==> config.mk <==
export PLATFORM = sky130hd
export DESIGN_NAME = square_voice_ctrl
export DESIGN_NICKNAME = d
export VERILOG_FILES = /design/src/rtl/square_ctrl_pkg.sv /design/src/rtl/tick_divider.sv /design/src/rtl/square_voice_ctrl.sv
export SDC_FILE = /design/constraint.sdc
export NUM_CORES = 1
export LEC_CHECK = 0
export CAP_MARGIN = 20
export CORE_MARGIN = 4
export CORE_UTILIZATION = 46
export DETAILED_ROUTE_END_ITERATION = 8
export PLACE_DENSITY = 0.87
export REMOVE_ABC_BUFFERS = 1
export SLEW_MARGIN = 20
export SYNTH_ARGS = -nofsm -noshare
export SYNTH_HDL_FRONTEND = slang
export SYNTH_SLANG_ARGS = --single-unit
==> constraint.sdc <==
create_clock -name clk -period 2.65 [get_ports clk]
set_input_delay 0.3975 -clock clk [delete_from_list [all_inputs] [get_ports clk]]
set_output_delay 0.3975 -clock clk [all_outputs]
set_load 0.005 [all_outputs]
==> src/rtl/square_ctrl_pkg.sv <==
// Shared types and constants for the square-wave voice controller.
package square_ctrl_pkg;

  localparam int VOL_W = 6;
  localparam logic [VOL_W-1:0] VOL_MAX = 6'd63;

  typedef enum logic [1:0] {
    NOP      = 2'd0,
    NOTE_ON  = 2'd1,
    NOTE_OFF = 2'd2,
    SET_VOL  = 2'd3
  } cmd_op_e;

  typedef enum logic [2:0] {
    IDLE,
    LOAD,
    ATTACK,
    SUSTAIN,
    RELEASE
  } env_state_e;

endpackage

==> src/rtl/tick_divider.sv <==
// Free-running envelope tempo divider: one-cycle tick every TICK_DIV clocks.
module tick_divider #(
  parameter int TICK_DIV = 50000
) (
  input  logic clk,
  input  logic rst_active_high,
  output logic tick
);

  localparam int CW = (TICK_DIV > 2) ? $clog2(TICK_DIV) : 1;
  localparam logic [CW-1:0] LAST = CW'(TICK_DIV - 1);

  logic [CW-1:0] count;

  always_ff @(posedge clk) begin
    if (rst_active_high) begin
      count <= '0;
    end else if (count == LAST) begin
      count <= '0;
    end else begin
      count <= count + 1'b1;
    end
  end

  assign tick = (count == LAST);

endmodule

==> src/rtl/square_voice_ctrl.sv <==
// Per-voice note controller: command handshake, linear A/S/R volume envelope,
// and frequency/volume/phase-restart drive for one DDS square generator.
module square_voice_ctrl
  import square_ctrl_pkg::*;
#(
  parameter int PHASE_WIDTH = 32,
  parameter int TICK_DIV    = 50000
) (
  input  logic                   clk,
  input  logic                   rst_active_high,
  input  logic                   cmd_valid,
  output logic                   cmd_ready,
  input  logic [1:0]             cmd_op,
  input  logic [PHASE_WIDTH-1:0] cmd_freq,
  input  logic [VOL_W-1:0]       cmd_vol,
  input  logic [3:0]             cmd_attack,
  input  logic [3:0]             cmd_release,
  output logic [PHASE_WIDTH-1:0] freq_word,
  output logic [VOL_W-1:0]       vol,
  output logic                   dds_phase_rst,
  output logic                   busy
);

  env_state_e             state, state_n;
  logic [PHASE_WIDTH-1:0] freq_n;
  logic [VOL_W-1:0]       vol_n, target, target_n;
  logic [3:0]             attack_rate, attack_n, rel_rate, rel_n, rate, rate_n;
  logic                   tick, accept, acted;

  tick_divider #(.TICK_DIV(TICK_DIV)) u_tick (
    .clk             (clk),
    .rst_active_high (rst_active_high),
    .tick            (tick)
  );

  assign cmd_ready     = (state != LOAD);
  assign busy          = (state != IDLE);
  assign dds_phase_rst = (state == LOAD);
  assign accept        = cmd_valid && cmd_ready;

  always_ff @(posedge clk) begin
    if (rst_active_high) begin
      state       <= IDLE;
      freq_word   <= '0;
      vol         <= '0;
      target      <= '0;
      attack_rate <= '0;
      rel_rate    <= '0;
      rate        <= '0;
    end else begin
      state       <= state_n;
      freq_word   <= freq_n;
      vol         <= vol_n;
      target      <= target_n;
      attack_rate <= attack_n;
      rel_rate    <= rel_n;
      rate        <= rate_n;
    end
  end

  // A command that changes anything overrides the envelope step of that cycle.
  always_comb begin
    state_n  = state;
    freq_n   = freq_word;
    vol_n    = vol;
    target_n = target;
    attack_n = attack_rate;
    rel_n    = rel_rate;
    rate_n   = rate;
    acted    = 1'b0;

    if (accept) begin
      case (cmd_op_e'(cmd_op))
        NOTE_ON: begin
          acted    = 1'b1;
          freq_n   = cmd_freq;
          target_n = cmd_vol;
          attack_n = cmd_attack;
          rel_n    = cmd_release;
          vol_n    = '0;
          state_n  = LOAD;
        end
        NOTE_OFF: begin
          if (state == ATTACK || state == SUSTAIN) begin
            acted  = 1'b1;
            rate_n = '0;
            if (rel_rate == 4'd0) begin
              vol_n   = '0;
              state_n = IDLE;
            end else begin
              state_n = RELEASE;
            end
          end
        end
        SET_VOL: begin
          acted    = 1'b1;
          target_n = cmd_vol;
          if (state == SUSTAIN) begin
            vol_n = cmd_vol;
          end else if (state == ATTACK && cmd_vol <= vol) begin
            vol_n   = cmd_vol;
            state_n = SUSTAIN;
          end
        end
        default: ;
      endcase
    end

    if (!acted) begin
      case (state)
        LOAD: begin
          rate_n = '0;
          if (target == '0) begin
            state_n = SUSTAIN;
          end else if (attack_rate == 4'd0) begin
            vol_n   = target;
            state_n = SUSTAIN;
          end else begin
            state_n = ATTACK;
          end
        end
        ATTACK: begin
          if (vol >= target || vol == VOL_MAX) begin
            state_n = SUSTAIN;
          end else if (tick) begin
            if (rate == attack_rate - 4'd1) begin
              rate_n = '0;
              vol_n  = vol + 6'd1;
              if (vol + 6'd1 >= target) state_n = SUSTAIN;
            end else begin
              rate_n = rate + 4'd1;
            end
          end
        end
        RELEASE: begin
          if (vol == '0) begin
            state_n = IDLE;
          end else if (tick) begin
            if (rate == rel_rate - 4'd1) begin
              rate_n = '0;
              vol_n  = vol - 6'd1;
              if (vol == 6'd1) state_n = IDLE;
            end else begin
              rate_n = rate + 4'd1;
            end
          end
        end
        default: ;
      endcase
    end
  end

endmodule

### After elaboration in Yosys (flattened, before gate mapping)

Cells that the tools add are included.

| operators by class | value |
|---|---|
| $add $sub $neg | 6 |
| multipliers | 0 |
| divide/modulo/power cells | 0 |
| magnitude comparators | 3 |
| eq/ne operators | 13 |
| shift-type cells | 0 |
| muxes and demuxes | 48 |
| bitwise operators | 0 |
| reductions and logical operators | 13 |

Operators with widths:

| kind | count |
|---|---|
| 6-bit two-way mux | 14 |
| 3-bit two-way mux | 14 |
| 4-bit two-way mux | 10 |
| 6-bit case mux with 3 select lines | 2 |
| 3-bit case mux with 3 select lines | 2 |
| 16-bit by 1-bit adder with 16-bit output (second input constant) | 1 |
| 16-bit equality test (second input constant) | 1 |
| 6-bit >= comparator | 2 |
| 6-bit logical NOT | 2 |
| 4-bit case mux with 3 select lines | 1 |
| 4-bit equality test | 2 |
| 4-bit logical NOT | 2 |
| 4-bit by 1-bit subtractor with 4-bit output (second input constant) | 2 |
| 6-bit by 1-bit adder with 6-bit output (second input constant) | 1 |
| 3-bit by 2-bit equality test with 1-bit output (second input constant) | 2 |
| 6-bit by 1-bit equality test with 1-bit output (second input constant) | 1 |
| 6-bit equality test (second input constant) | 1 |
| 6-bit less-or-equal comparator | 1 |
| 6-bit by 1-bit subtractor with 6-bit output (second input constant) | 1 |
| 4-bit by 1-bit adder with 4-bit output (second input constant) | 1 |
| 2-bit equality test (second input constant) | 2 |
| 1-bit two-way mux | 4 |
| 2-bit AND reduction | 2 |
| 2-bit OR reduction | 2 |
| other kinds (8) | 10 |

| word-level totals | value |
|---|---|
| register bits | 75 |
| bits in latches | 0 |
| memory bits (writable) | 0 |
| memory bits (read-only) | 0 |
| input bits | 51 |
| output and inout port bits | 41 |
| word-level logic and storage cells | 91 |
| memories | 0 |

### Logic depth before layout (Yosys ltp)

| depth | value |
|---|---|
| depth after elaboration | 12 |
| gate-level depth with buffers | 10 |
| depth with buffers taken out | 10 |

### Hierarchy

Synthesis repeated with hierarchy kept, for this count alone.

| unflattened totals | value |
|---|---|
| cells, all modules | 560 |
| area, all modules | 4362.9 um^2 |

By module, submodules not included:

| module | times used | cells an instance | area each (um^2) | sequential area each (um^2) |
|---|---|---|---|---|
| square_voice_ctrl | 1 | 478 | 3631.0 | 1181.1 |
| tick_divider | 1 | 82 | 732.0 | 320.3 |

### Least setup slack after synthesis

No wires, ideal clock.

| timing | value |
|---|---|
| path kind | register -> register |
| start | register vol[0] |
| end | register vol[0] |
| setup time | 120 ps |
| arrival | 2458 ps |
| data required time | 2530 ps |
| path slack | 73 ps |
| stages on the path, launching flop included | 10 |
| buffers on the path | 0 |
| clock period less this slack | 2577 ps |
| cells stage by stage | dfxtp_1 -> inv_1 -> ha_1 -> nand2b_1 -> a2111oi_0 -> o311ai_1 -> nor2_2 -> a21oi_1 -> a21boi_0 -> o31a_1 |

| between the ends | value |
|---|---|
| word-level cells in the longest chain between the ends | 11 |

RTL lines:

| item | RTL line | source |
|---|---|---|
| from (decl) | square_voice_ctrl.sv:19 | `output logic [VOL_W-1:0] vol,` |
| from (signal assigned) | square_voice_ctrl.sv:53 | `vol <= vol_n;` |
| 6-bit less-or-equal comparator | square_voice_ctrl.sv:100 | `end else if (state == ATTACK && cmd_vol <= vol) begin` |
| 1-bit logical AND | square_voice_ctrl.sv:100 |  |
| 6-bit two-way mux | square_voice_ctrl.sv:100 |  |
| 6-bit two-way mux | square_voice_ctrl.sv:98 | `if (state == SUSTAIN) begin` |
| 6-bit case mux with 3 select lines | square_voice_ctrl.sv:73 | `case (cmd_op_e'(cmd_op))` |
| 6-bit two-way mux | square_voice_ctrl.sv:72 | `if (accept) begin` |
| 6-bit two-way mux (on tied branches) | square_voice_ctrl.sv:139, square_voice_ctrl.sv:126 |  |
| 6-bit two-way mux (on tied branches) | square_voice_ctrl.sv:138, square_voice_ctrl.sv:125 |  |
| 6-bit two-way mux (on tied branches) | square_voice_ctrl.sv:136, square_voice_ctrl.sv:123 |  |
| 6-bit case mux with 3 select lines | square_voice_ctrl.sv:110 | `case (state)` |
| 6-bit two-way mux * | square_voice_ctrl.sv:109 | `if (!acted) begin` |

Every way passes the cells marked *; elsewhere a longest branch is shown, timed or not.
A chain may end at the register's enable or synchronous reset.

### Final worst setup path

| timing | value |
|---|---|
| start | register vol[1] |
| end | register vol[0] |

The elaborated chain is that of the path after synthesis.

==> results.toml <==
[status]
run_status = "completed"

[detailed_routing]
avgRoutedWirePerCell_microns = 16.3
routed-via-count = 4483
totalWireLength_microns = 12800
drt_pre_antenna_iters = 5
route.antenna.remaining_nets = 0
detail_route.iter0.violations = 288
route.detailed.vias_per_inst = 5.72
route.detailed.drc = 0

[sta]
transition_time_at_the_pin_with_the_least_slew_margin_ns = 0.633
final.setup_skew_ns = 0.0142
hold_viol_final = 0
finalCritPeriodShare_pct = 96.8
post-route-min-period_ns = 2.56
max_clock_freq_ghz = 0.390
fin_hold_ws_ns = 0.456
grt_setup_unrepaired = "no"
final-max-slew-violation-count = 0
count_of_endpoints_failing_setup_in_the_final_report = 0
relSlewSlack_pct = 57.6

[clock_tree]
tritoncts = "built"
worstSkewPairLatency_ns = 0.36
clock_sinks = 75
clk_transition_reported_paths_ns = 0.09
max-clock-path-buffers = 2
cts-htree-levels = 3
numCtsBuffers = 9
cts.root.buffer_cell = "clkbuf_8"
post-cts-setup-buffers = 0

[grt]
grt_first_pass_wirelength_microns = 21000
grt-ovfl-total = 0
grt_antenna_before_repair = 0
grt_use_total_pct = 23.4
grt_max_degree = 33
number_of_global_route_vias_before_repair = 4514

[setup_path]
capturing_element_type_of_the_critical_path = "flip-flop"
crit_type = "reg -> reg"
worst_path_max_delay_cell = "dfxtp_2"
critPathArrivalTime_ns = 2.82
cp_data_required_time_ns = 2.90
critPathMaxStageDelay_ns = 0.42
critical_path.cell_chain = "inv_1 -> ha_1 -> nor2b_1 -> o21a_1 -> o311a_1 -> or2_1 -> a22oi_2 -> a21oi_1 -> o31a_1"
start_kind = "flip-flop"
crit_fanout = 6

[yosys]
synth.area.top_cells = "dfxtp_1 (35%), nand2_1 (10%), a21oi_1 (8.5%)"
ys_warn_count = 0
synthTopCellsByCount = "nand2_1 (118), dfxtp_1 (75), a21oi_1 (73)"
post-synth-top-count-cell = "nand2_1"
synthDominantAreaCellType = "dfxtp_1"
mappedNetlistArea_sq_um = 4290
number_of_flops_mapped_to_enable_cells_by_yosys = 0
synthArstFlopShare_pct = 0
ys_types = 59
synth_top_area_share_pct = 35.0
synthFlopType = "dfxtp_1"
syn_area_per_cell_sq_um = 7.66
synth_cells = 560
synth-seq-cells = 75
synth.yosys.seq_area_share_pct = 35.0

[pwr]
power.share.sequential_pct = 44.5
power.leakage_nw = 2.14
vdd_ir_drop_max_uv = 469
pwr_density_cell_nw_per_um2 = 474
share_comb_of_total_power_pct = 21.0
int_power_mw = 1.89
net-switching-power_mw = 0.819
power_switching_share_pct = 30.2
clock_power_share_pct = 34.5
power.total_mw = 2.71

[place]
post_dp_cell_area_sq_um = 5500
gp_routability_congestion = 1.00
portBuffers = 91
dp.final_hpwl_microns = 9720

[layout]
area_growth_syn_to_layout_pct = 33.3
diodes = 0
fin_nets = 749
finalInstanceArea_sq_um = 5720
post_route_cells_drive_above_1_share_pct = 10.4
nFillCells = 698

[die]
coreArea_sq_um = 8890
initial_utilization_pct = 48.3
ios = 92
num_rows = 34
die_x_microns = 105
chipHeight_microns = 105
dieArea_sq_um = 10900

[job]
max_cap_violations = 0

[min_path]
min-delay-path-class = "reg -> reg"
## sequential cells by signal, indices dropped and copies added (netlist names)
name and flops:
freq_word 32, attack_rate 4, state 3, rel_rate 4
rate 4, target 6, vol 6, u_tick.count 16
## routing by layer
metal	global-route usage [%]	share of wire (%)	vias to the layer above
li1	-	-	2158
met1	27.6	39	2060
met2	38.9	47	228
met3	7.89	10	37
met4	10.0	2.9	0
met5	0	0	-
## through the flow
stage                     util [%]  setup slack, ns  instances  TNS (ns)
after CTS                     64.2           0.0202        784         0
after detailed placement      61.8           -0.327        768     -1.01
after global placement        61.8           -0.238        768    -0.619
final                         64.3           0.0855        784         0
after global routing          64.3          0.00240        784         0
after floorplan                  -           0.0716        531         0
## cell usage in the layout (no fill, tap or decap), drive strengths merged, types with 4 or more instances in the layout
cell,instances
nand2b,4
and2,6
o21a,8
clkbuf,9
buf,39
a31oi,5
nand3,15
inv,28
dfxtp,75
and3,6
a21oi,74
nor3,7
ha,27
a211oi,6
a22oi,4
or3,6
o211ai,4
nor2,35
nor2b,4
xnor2,19
nand4,4
nand2,119
clkdlybuf4s50,90
o21ai,24
xor2,13
## critical path, delay by kind of cell (launching register included)
kind	cells	cell delay [ns]
flip-flops	1	0.42
buffers and inverters	1	0.13
AND/OR/NAND/NOR	2	0.44
adder cells (fa/ha/maj)	1	0.31
AO/OA/AOI/OAI	5	1.18
## final timing paths
check / start / end / slack [ns] / depth (start not counted)
hold reg to reg: freq_word[0]$_SDFFE_PP0P_ / freq_word[0]$_SDFFE_PP0P_ / 0.46 / 2
setup reg to reg: vol[1]$_SDFF_PP0_ / vol[0]$_SDFF_PP0_ / 0.09 / 9
setup / recovery: vol[1]$_SDFF_PP0_ / vol[0]$_SDFF_PP0_ / 0.09 / 9
hold / removal: freq_word[0]$_SDFFE_PP0P_ / freq_word[0]$_SDFFE_PP0P_ / 0.46 / 2
## logic make-up after synthesis
kind of cell	count (synthesis)	synth area share [%]
compound gates	150	20.9
flops	75	35.0
buf+inv	52	5.25
mux	1	0.233
simple gates	223	24.2
xor+xnor	32	6.53
fa+ha+maj	27	7.87
## area by class of cell
cell class	count	area, sq um	area share [%]
Clock buffer	9	124	2.17
Clock inverter	7	81.3	1.42
Inverter	23	88.8	1.55
Multi-Input combinational cell	433	2580	45.2
Sequential cell	75	1500	26.3
Tap cell	108	135	2.36
Timing Repair Buffer	129	1200	21.0
## power groups by stage
| stage | Clock [mW] | Sequential [mW] | Combinational [mW] |
|---|---|---|---|
| after floorplan | 0 | 1.23 | 0.263 |
| after global placement | 0 | 1.23 | 0.544 |
| after detailed placement | 0 | 1.23 | 0.556 |
| after CTS | 0.946 | 1.21 | 0.560 |
| after global routing | 0.991 | 1.21 | 0.626 |
| final | 0.937 | 1.21 | 0.570 |
## repair_timing
action,in CTS,in global routing
setup endpoints to repair,1,7
hold buffers,0,0
pin swaps,0,1
gates resized for setup,1,6
Note: power is estimated with default switching activity, not from simulation.
